### src/rtl/hilo_muldiv_unit_pkg.sv
// Shared definitions for the HI/LO multiply/divide engine:
// operation encodings, controller states and the default operand width.
package hilo_muldiv_unit_pkg;

    localparam int unsigned XLEN = 32;

    // Matches Function_opcode[1:0] of mult/multu/div/divu (0x18..0x1B)
    typedef enum logic [1:0] {
        OP_MULT  = 2'b00,
        OP_MULTU = 2'b01,
        OP_DIV   = 2'b10,
        OP_DIVU  = 2'b11
    } op_e;

    typedef enum logic [1:0] {
        IDLE = 2'b00,
        CALC = 2'b01,
        FIX  = 2'b10
    } state_e;

endpackage

### src/rtl/muldiv_iter_core.sv
// Iterative unsigned datapath: one add-shift multiply step or one
// restoring subtract-shift divide step per enabled cycle. Works purely
// on magnitudes; sign handling lives in the controller.
module muldiv_iter_core #(
    parameter int unsigned W = 32
) (
    input  logic           clock,
    input  logic           load,
    input  logic           step,
    input  logic           is_div,
    input  logic [W-1:0]   op_a,
    input  logic [W-1:0]   op_b,
    output logic [2*W-1:0] product,
    output logic [W-1:0]   quotient,
    output logic [W-1:0]   remainder
);

    logic [2*W-1:0] acc;
    logic [W-1:0]   mcand;
    logic [W-1:0]   divisor;
    logic [W-1:0]   rem;
    logic [W-1:0]   quot;
    logic           div_mode;

    logic [W:0]     add_sum;
    logic [2*W-1:0] acc_next;
    logic [W:0]     rem_shift;
    logic [W-1:0]   rem_next;
    logic [W-1:0]   quot_next;

    // Next-step values for both algorithms
    always_comb begin
        add_sum   = {1'b0, acc[2*W-1:W]} + {1'b0, mcand};
        acc_next  = {1'b0, acc[2*W-1:1]};
        if (acc[0]) begin
            acc_next = {add_sum, acc[W-1:1]};
        end
        rem_shift = {rem, quot[W-1]};
        rem_next  = rem_shift[W-1:0];
        quot_next = {quot[W-2:0], 1'b0};
        if (rem_shift >= {1'b0, divisor}) begin
            // Remainder after subtraction is below the divisor, so W bits suffice
            rem_next  = rem_shift[W-1:0] - divisor;
            quot_next = {quot[W-2:0], 1'b1};
        end
    end

    // Operand load on launch, otherwise one iteration per step cycle
    always_ff @(posedge clock) begin
        if (load) begin
            acc      <= {{W{1'b0}}, op_b};
            mcand    <= op_a;
            divisor  <= op_b;
            rem      <= '0;
            quot     <= op_a;
            div_mode <= is_div;
        end else if (step) begin
            if (div_mode) begin
                rem  <= rem_next;
                quot <= quot_next;
            end else begin
                acc <= acc_next;
            end
        end
    end

    assign product   = acc;
    assign quotient  = quot;
    assign remainder = rem;

endmodule

### src/rtl/hilo_muldiv_unit.sv
// Multi-cycle multiply/divide unit owning the architectural HI/LO
// registers. Controller FSM (IDLE -> CALC x XLEN -> FIX), sign handling,
// divide-by-zero policy and the mthi/mtlo/mfhi/mflo moves live here.
module hilo_muldiv_unit
    import hilo_muldiv_unit_pkg::*;
#(
    parameter int unsigned     XLEN    = hilo_muldiv_unit_pkg::XLEN,
    parameter logic [XLEN-1:0] DIV0_LO = {XLEN{1'b1}}
) (
    input  logic            clock,
    input  logic            reset,
    input  logic            Start,
    input  logic [1:0]      Op,
    input  logic [XLEN-1:0] Read_data_1,
    input  logic [XLEN-1:0] Read_data_2,
    input  logic            Mthi,
    input  logic            Mtlo,
    input  logic            Mfhi,
    input  logic            Mflo,
    output logic            Busy,
    output logic            Done,
    output logic [XLEN-1:0] HI_result,
    output logic [XLEN-1:0] LO_result,
    output logic [XLEN-1:0] Hilo_rdata
);

    localparam int unsigned CNT_W = $clog2(XLEN);

    state_e            state;
    logic [CNT_W-1:0]  count;
    logic              div_op;
    logic              neg_main;
    logic              neg_rem;
    logic              div_zero;
    logic [XLEN-1:0]   dividend_raw;
    logic [XLEN-1:0]   hi;
    logic [XLEN-1:0]   lo;
    logic              done;

    op_e               op_in;
    logic              signed_op;
    logic              start_ok;
    logic [XLEN-1:0]   mag_a;
    logic [XLEN-1:0]   mag_b;

    logic [2*XLEN-1:0] prod_mag;
    logic [XLEN-1:0]   quot_mag;
    logic [XLEN-1:0]   rem_mag;
    logic [2*XLEN-1:0] prod_fix;
    logic [XLEN-1:0]   quot_fix;
    logic [XLEN-1:0]   rem_fix;

    // Two's-complement magnitude; the most negative value maps to 2^(XLEN-1) unsigned
    function automatic logic [XLEN-1:0] magnitude(input logic [XLEN-1:0] v, input logic is_signed);
        return (is_signed && v[XLEN-1]) ? (~v + 1'b1) : v;
    endfunction

    assign op_in     = op_e'(Op);
    assign signed_op = (op_in == OP_MULT) || (op_in == OP_DIV);
    assign start_ok  = (state == IDLE) && Start;
    assign mag_a     = magnitude(Read_data_1, signed_op);
    assign mag_b     = magnitude(Read_data_2, signed_op);

    muldiv_iter_core #(
        .W(XLEN)
    ) u_core (
        .clock     (clock),
        .load      (start_ok),
        .step      (state == CALC),
        .is_div    (op_in == OP_DIV || op_in == OP_DIVU),
        .op_a      (mag_a),
        .op_b      (mag_b),
        .product   (prod_mag),
        .quotient  (quot_mag),
        .remainder (rem_mag)
    );

    // Re-apply result signs to the unsigned magnitudes
    always_comb begin
        prod_fix = neg_main ? (~prod_mag + 1'b1) : prod_mag;
        quot_fix = neg_main ? (~quot_mag + 1'b1) : quot_mag;
        rem_fix  = neg_rem  ? (~rem_mag + 1'b1)  : rem_mag;
    end

    // Controller FSM with HI/LO ownership and registered Done pulse
    always_ff @(posedge clock) begin
        if (reset) begin
            state        <= IDLE;
            count        <= '0;
            div_op       <= 1'b0;
            neg_main     <= 1'b0;
            neg_rem      <= 1'b0;
            div_zero     <= 1'b0;
            dividend_raw <= '0;
            hi           <= '0;
            lo           <= '0;
            done         <= 1'b0;
        end else begin
            done <= 1'b0;
            case (state)
                IDLE: begin
                    if (Start) begin
                        // Start has priority over register moves in the same cycle
                        div_op       <= (op_in == OP_DIV) || (op_in == OP_DIVU);
                        neg_main     <= signed_op && (Read_data_1[XLEN-1] ^ Read_data_2[XLEN-1]);
                        neg_rem      <= signed_op && Read_data_1[XLEN-1];
                        div_zero     <= (Read_data_2 == '0);
                        dividend_raw <= Read_data_1;
                        count        <= '0;
                        state        <= CALC;
                    end else begin
                        if (Mthi) begin
                            hi <= Read_data_1;
                        end
                        if (Mtlo) begin
                            lo <= Read_data_1;
                        end
                    end
                end
                CALC: begin
                    if (count == CNT_W'(XLEN - 1)) begin
                        count <= '0;
                        state <= FIX;
                    end else begin
                        count <= count + 1'b1;
                    end
                end
                FIX: begin
                    state <= IDLE;
                    done  <= 1'b1;
                    if (div_op) begin
                        if (div_zero) begin
                            hi <= dividend_raw;
                            lo <= DIV0_LO;
                        end else begin
                            hi <= rem_fix;
                            lo <= quot_fix;
                        end
                    end else begin
                        hi <= prod_fix[2*XLEN-1:XLEN];
                        lo <= prod_fix[XLEN-1:0];
                    end
                end
                default: begin
                    state <= IDLE;
                end
            endcase
        end
    end

    assign Busy       = (state != IDLE);
    assign Done       = done;
    assign HI_result  = hi;
    assign LO_result  = lo;
    assign Hilo_rdata = Mfhi ? hi : (Mflo ? lo : '0);

endmodule
### config.mk
export PLATFORM = sky130hd
export DESIGN_NAME = hilo_muldiv_unit
export DESIGN_NICKNAME = d
export VERILOG_FILES = /design/src/rtl/hilo_muldiv_unit_pkg.sv /design/src/rtl/muldiv_iter_core.sv /design/src/rtl/hilo_muldiv_unit.sv
export SDC_FILE = /design/constraint.sdc
export NUM_CORES = 1
export LEC_CHECK = 0
export ABC_AREA = 1
export BUFFER_PORTS_ARGS = -buffer_cell sky130_fd_sc_hd__buf_4
export CAP_MARGIN = 20
export CORE_ASPECT_RATIO = 1.5
export CORE_MARGIN = 4
export CORE_UTILIZATION = 40
export DETAILED_ROUTE_END_ITERATION = 12
export GPL_ROUTABILITY_DRIVEN = 0
export HOLD_SLACK_MARGIN = 0.06
export SYNTH_ARGS = -nofsm -noshare
export SYNTH_HDL_FRONTEND = slang
export SYNTH_HIERARCHICAL = 1
export SYNTH_SLANG_ARGS = --single-unit
### constraint.sdc
create_clock -name clock -period 4.3 [get_ports clock]
set_input_delay 0.43 -clock clock [delete_from_list [all_inputs] [get_ports clock]]
set_output_delay 0.43 -clock clock [all_outputs]
set_load 0.1 [all_outputs]
==> impl_results.md, run 1 <==
* Status: complete, no violations
* Post-synth EDFFs at 129
* CP required at 4.78 ns
* Max IR drop VDD at 0.000253 V
* Post-synthesis average cell area at 6.18 um^2
* Drt total wl at 102000 um
* Dominant cell type by area after synthesis: nand2_1
* Register-to-Register Path Depth at 11
* Starting Density at 0.404
* Final ANT Viol Nets at 0
* Post-synth design cell area at 24200 um^2
* CTS Hold Buffers Added at 2
* Initial DRC count at 2495
* First-pass GRT wire length at 151000 um
* Met1 WL at 36200 um
* Congestion Overflow GR at 0
* Leak at 13.6 nW
* Warnings, synthesis at 6
* Power Density at 348 nW/um^2
* Root Buffer: clkbuf_16
* WL met3 at 6400 um
* Clock tree buffer depth at 3
* Register area at 7320 um^2
* Worst Tran Pin Value at 1.03 ns
* Crit-path max FO at 16
* Total CTS buffers at 35
* H-Tree Level Count at 2
* Worst-path clk slew at 0.07 ns
* Syn nets at 4053
* Met2 WL at 48500 um
* Post-CTS Setup Inserts at 0
* Worst Setup Path Type: register to register
* Synthesized flop and latch total at 301
* Arrival @ worst endpoint at 3.35 ns
* Multi-input logic area at 14200 um^2
* FP Rows at 110
* Sinks on Clock Net at 301
* Most common cell after layout, fill and taps aside: nand2_1
* Vert. Die Dim at 309 um
* CTS tree: done
* Share of layout cells above drive strength 1 at 0.0864
* Sequential share of the synthesized area at 0.303
* Drt pass-1 iters at 6
* CP endpoint kind: register
* Slew HR at 0.314
* Core Region at 59900 um^2
* F_max at 349 MHz
* Die area at 64500 um^2
* Fin. Hold Viols at 0
* Setup violations, final at 0
* Via count at 25.9k
* Total routing usage reported by global routing at 0.307
* RSZ-0062 raised after global routing: false
* DRC viols at 0
* CP startpoint kind: register
* Period minus WS final at 2.86 ns
* Post-Route Utilization at 0.452
* Syn Inst Count at 3907
* Vias per cell at 5.41
* I/O Pins at 171
* MaxCap Viol Count at 0
* Clock latency on the worst-skew pair at 0.58 ns
* IO buf count at 170
* Top Metal Used: met4
* Main area contributors after synthesis: nand2_1, edfxtp_1, dfxtp_1
* Post-CTS resize count at 0
* Layout area overhead at 11.9%
* DIE WIDTH at 209 um
* Placed cell area at 25900 um^2
* Synth async-reset ratio at 0
* Distinct cells, synth at 51
* Post-synth top area share at 0.216
* Largest net degree at the start of global routing at 181
* Hold Path Cell Cnt at 1
* Max Slew Vio Count at 0
* Vias in the first global route at 24.9k
* Placed wire-length estimate at 81300 um
* Final Instance Area at 27000 um^2
* Most frequent cells in the layout: nand2_1, inv_1, nand3_1, nor2_1, o21ai_0
* Fin nets at 4125
* Crit share post-route at 0.666
* Wire per inst at 21.4 um
* Top_reg_cell synth: dfxtp_1
* Aggregate negative setup slack at 0 ns
* Fillers at 6562
* Initial antenna violation count at 1
* HP Class: primary input to register
* Worst Clk Skew at 0.0322 ns
Yosys cell counts (all sizes together) (36+ instances only):
library cell,count
xor2,68
nor2,366
nand2,1400
nand3,349
nor3,41
ha,71
clkbuf,82
edfxtp,129
o22ai,36
nand4,47
o21ai,251
buf,86
dfxtp,172
inv,488
a21oi,163
state kept, by name (all words and copies together) (netlist names), 2 cells and up:
signal	count
HI_result	32
LO_result	32
count	5
dividend_raw	32
state	2
u_core/divisor	32
u_core/mcand	32
u_core/product	64
u_core/quotient	32
u_core/remainder	32
kinds of logic (layout without fill, tap and decap cells):
logic type / Yosys count / in the layout / synth area share
compound gates: 509 / 509 / 0.116
xor+xnor: 102 / 102 / 0.0370
fa+ha+maj: 73 / 73 / 0.0384
buf+inv: 659 / 758 / 0.111
flops: 301 / 301 / 0.303
other cells: 0 / 1 / 0
simple gates: 2263 / 2263 / 0.394
worst paths after layout:
check / start / to / slack, ns
worst max-delay path: state[0] / u_core/product[50] / 1.44
worst min register to register: dividend_raw[14] / dividend_raw[14] / 0.46
worst max register to register: state[0] / u_core/product[50] / 1.44
worst min-delay path: Read_data_1[0] / u_core/mcand[0] / 0.1
layout make-up:
class | instances | share of cell area
Sequential cell | 301 | 0.271
Antenna cell | 1 | 0.0000925
Clock buffer | 50 | 0.0380
Multi-Input combinational cell | 2947 | 0.525
Inverter | 491 | 0.0682
Tap cell | 784 | 0.0363
Timing Repair Buffer | 203 | 0.0570
Clock inverter | 14 | 0.00509
per-layer routing:
| metal | up-vias | track usage |
|---|---|---|
| li1 | 12700 | - |
| met1 | 11800 | 0.331 |
| met4 | 0 | 0.269 |
| met3 | 385 | 0.0465 |
| met2 | 1043 | 0.523 |
| met5 | - | 0 |
worst max-delay path, cell delays in order (launching register included):
cell	delay (ns)
dfxtp_1	0.33
inv_1	0.06
nor2_1	0.49
inv_1	0.13
nor2_1	0.36
nand2_1	0.44
inv_1	0.23
buf_4	0.22
nand2_1	0.24
nand2_1	0.14
nand2_1	0.06
o21ai_0	0.07
per-stage QoR:
step	hold WS, ns	worst slack, ns	std cells	total power [mW]
after CTS	0.0791	1.53	4790	9.37
after detailed placement	0.449	1.57	4724	6.29
after global placement	0.445	1.53	4724	6.28
final	0.0976	1.44	4791	9.41
after global routing	0.0781	1.32	4790	9.81
after floorplan	0.430	0.0375	3907	5.35
where the power goes:
part / switching [mW] / internal [mW]
logic: 2.01 / 0.752
clock network: 1.38 / 1.71
registers: 0.301 / 3.25
total: 3.69 / 5.72
Power figures use the tool's default switching activity.
==> inputs of run 2 (changes only) <==
==> constraint.sdc (replaced) <==
create_clock -name clock -period 3 [get_ports clock]
set_input_delay 0.3 -clock clock [delete_from_list [all_inputs] [get_ports clock]]
set_output_delay 0.3 -clock clock [all_outputs]
set_load 0.1 [all_outputs]
==> run 2 against run 1 <==
Effect of this change:
- clock skew is 0.0020 ns higher
- fmax is 6.9% higher
- clock power rose by 51%
- wire length increased by 1.1%
- design area grew 1.5%
- worst setup slack worse by 1.1 ns
- total power up 47%
- register-to-register slack worse by 1.1 ns
- critical path depth rose by 1
- first-iteration DRC count shrank 2.7%
==> impl_results.md, run 2 (same netlist as run 1, synthesis figures left out) <==
* IO buf count at 170 (unchanged)
* Worst Clk Skew at 0.0342 ns (+0.00202 ns)
* Fraction of power spent switching nets at 0.385 (-0.00744)
* F_max at 373 MHz (+6.9%)
* Drt pass-1 iters at 6 (unchanged)
* DIE WIDTH at 209 um (unchanged)
* P_sw at 5.31 mW (+44%)
* GR peak layer: met2
* Status: complete, no violations
* Final ANT Viol Nets at 0 (unchanged)
* First-pass GRT wire length at 153000 um (+1.3%)
* RSZ-0062 raised after global routing: false
* Worst Tran Pin Value at 1.10 ns (+0.0670 ns)
* CP endpoint kind: register
* Max Slew Vio Count at 0 (unchanged)
* Antenna Cells at 0 (-1)
* Setup violations, final at 0 (unchanged)
* Crit share post-route at 0.893 (+0.227)
* Most common cell after layout, fill and taps aside: nand2_1
* I/O Pins at 171 (unchanged)
* Core Region at 59900 um^2 (unchanged)
* Vert. Die Dim at 309 um (unchanged)
* Slew HR at 0.261 (-0.0524)
* CP required at 3.46 ns (-1.32 ns)
* Die area at 64500 um^2 (unchanged)
* Leak at 13.8 nW (+1.5%)
* Congestion Overflow GR at 0 (unchanged)
* Fillers at 6422 (-2.1%)
* Power Density at 502 nW/um^2 (+44%)
* HP Class: primary input to register
* DRC viols at 0 (unchanged)
* Most frequent cells in the layout: nand2_1, inv_1, nand3_1, nor2_1, buf_4
* Total CTS buffers at 36 (+2.9%)
* Arrival @ worst endpoint at 3.14 ns (-0.21 ns)
* Wire per inst at 21.4 um (+0.34%)
* Drt total wl at 103000 um (+1.1%)
* Crit-path max FO at 17 (+1)
* Max IR drop VDD at 0.000406 V (+60%)
* Starting Density at 0.404 (unchanged)
* Clock network power share at 0.340 (+0.012)
* Fin nets at 4161 (+0.87%)
* Initial antenna violation count at 1 (unchanged)
* Max reg flops at 64 (unchanged)
* Clock tree buffer depth at 3 (unchanged)
* Fin. Hold Viols at 0 (unchanged)
* Total power after layout at 13.8 mW (+47%)
* Slowest cell delay on critical path at 0.51 ns (+0.02 ns)
* CP max stage cell: dfxtp_1
* Pint at 8.48 mW (+48%)
* Period minus WS final at 2.68 ns (-0.185 ns)
* H-Tree Level Count at 2 (unchanged)
* Worst Setup Path Type: register to register
* Total routing usage reported by global routing at 0.309 (+0.00236)
* FP Rows at 110 (unchanged)
* Met3 usage in global routing at 0.0436 (-0.00284)
* Clock latency on the worst-skew pair at 0.58 ns (about the same)
* Layout area overhead at 13.6%
* Sequential Power Share at 0.367 (-0.011)
* CP startpoint kind: register
* Root Buffer: clkbuf_16
* Vias in the first global route at 25.4k (+2.2%)
* Met1 usage at 0.338 (+0.00697)
* Aggregate negative setup slack at 0 ns (unchanged)
* GRT met2 Usage at 0.525 (+0.00190)
* R2r setup slk at 0.32 ns (-1.12 ns)
* Share of layout cells above drive strength 1 at 0.0945 (+0.00811)
* Via count at 26.2k (+1.1%)
* Worst-path clk slew at 0.06 ns (about the same)
* Placed wire-length estimate at 82700 um (+1.7%)
* Post-CTS resize count at 0 (unchanged)
* CTS tree: done
* Gate power share at 0.293 (about the same)
* CP Cell Sequence: ha_1 > nand2_2 > inv_1 > a21oi_1 > nand2_1 > nand2_1 > nand2_1 > nor2_4 > buf_4 > nand3_1 > nand3_1 > o21ai_0
* CP most frequent cell: nand2_1
* Largest net degree at the start of global routing at 116 (-36%)
* Vias per cell at 5.42 (+0.30%)
* Initial DRC count at 2427 (-2.7%)
* MaxCap Viol Count at 0 (unchanged)
* Sinks on Clock Net at 301 (unchanged)
## run 2: timing repair
item                                   4_1_cts  5_1_grt
buffers inserted                             0        0
hold buffers                                11        0
endpoints found under the hold margin       20        0
## run 2: layer usage
metal  wire [um]  up-vias  part of all wire
met5          11        -           0.00011
met4       11300        2              0.11
met3        6650      390             0.064
met2       48800     1104              0.47
met1       36800    11900              0.36
li1            -    12700                 -
## run 2: worst paths after layout
check | start | to | cells after the start
min | Read_data_2[26] | u_core/divisor[26] | 2
max reg2reg | u_core/remainder[23] | u_core/remainder[0] | 12
min reg2reg | dividend_raw[30] | dividend_raw[30] | 2
max | u_core/remainder[23] | u_core/remainder[0] | 12
## run 2: per-stage QoR
step	worst slack (ns)	hold WS, ns	cells	area, um^2	utilization
6_report	0.321	0.0735	4827	27500	0.459
5_1_grt	0.166	0.0727	4827	27500	0.459
2_1_floorplan	0.0537	0.399	3907	24200	-
3_3_place_gp	0.347	0.444	4750	26100	0.436
3_5_place_dp	0.356	0.448	4750	26100	0.436
4_1_cts	0.378	0.0614	4827	27500	0.459
## run 2: cell type report
| class | count | area, um^2 | area share |
|---|---|---|---|
| Clock buffer | 43 | 967 | 0.0352 |
| Sequential cell | 301 | 7320 | 0.267 |
| Tap cell | 784 | 981 | 0.0357 |
| Clock inverter | 23 | 273 | 0.00994 |
| Timing Repair Buffer | 238 | 1880 | 0.0684 |
| Multi-Input combinational cell | 2947 | 14200 | 0.517 |
| Inverter | 491 | 1850 | 0.0673 |
## run 2: power groups by stage
stage,logic [mW],clock network (mW),registers [mW]
after floorplan,2.50,0,5.18
after global routing,4.38,4.90,5.08
after detailed placement,3.93,0,5.12
after CTS,3.96,4.74,5.04
final,4.04,4.68,5.06
after global placement,3.93,0,5.13
## run 2: critical path, delay by kind of cell, from the launching register on
| family | cells | cell delay (ns) |
|---|---|---|
| adder cells (fa/ha/maj) | 1 | 0.38 |
| AO/OA/AOI/OAI | 2 | 0.32 |
| buffers and inverters | 2 | 0.35 |
| AND/OR/NAND/NOR | 7 | 0.99 |
| flip-flops | 1 | 0.51 |
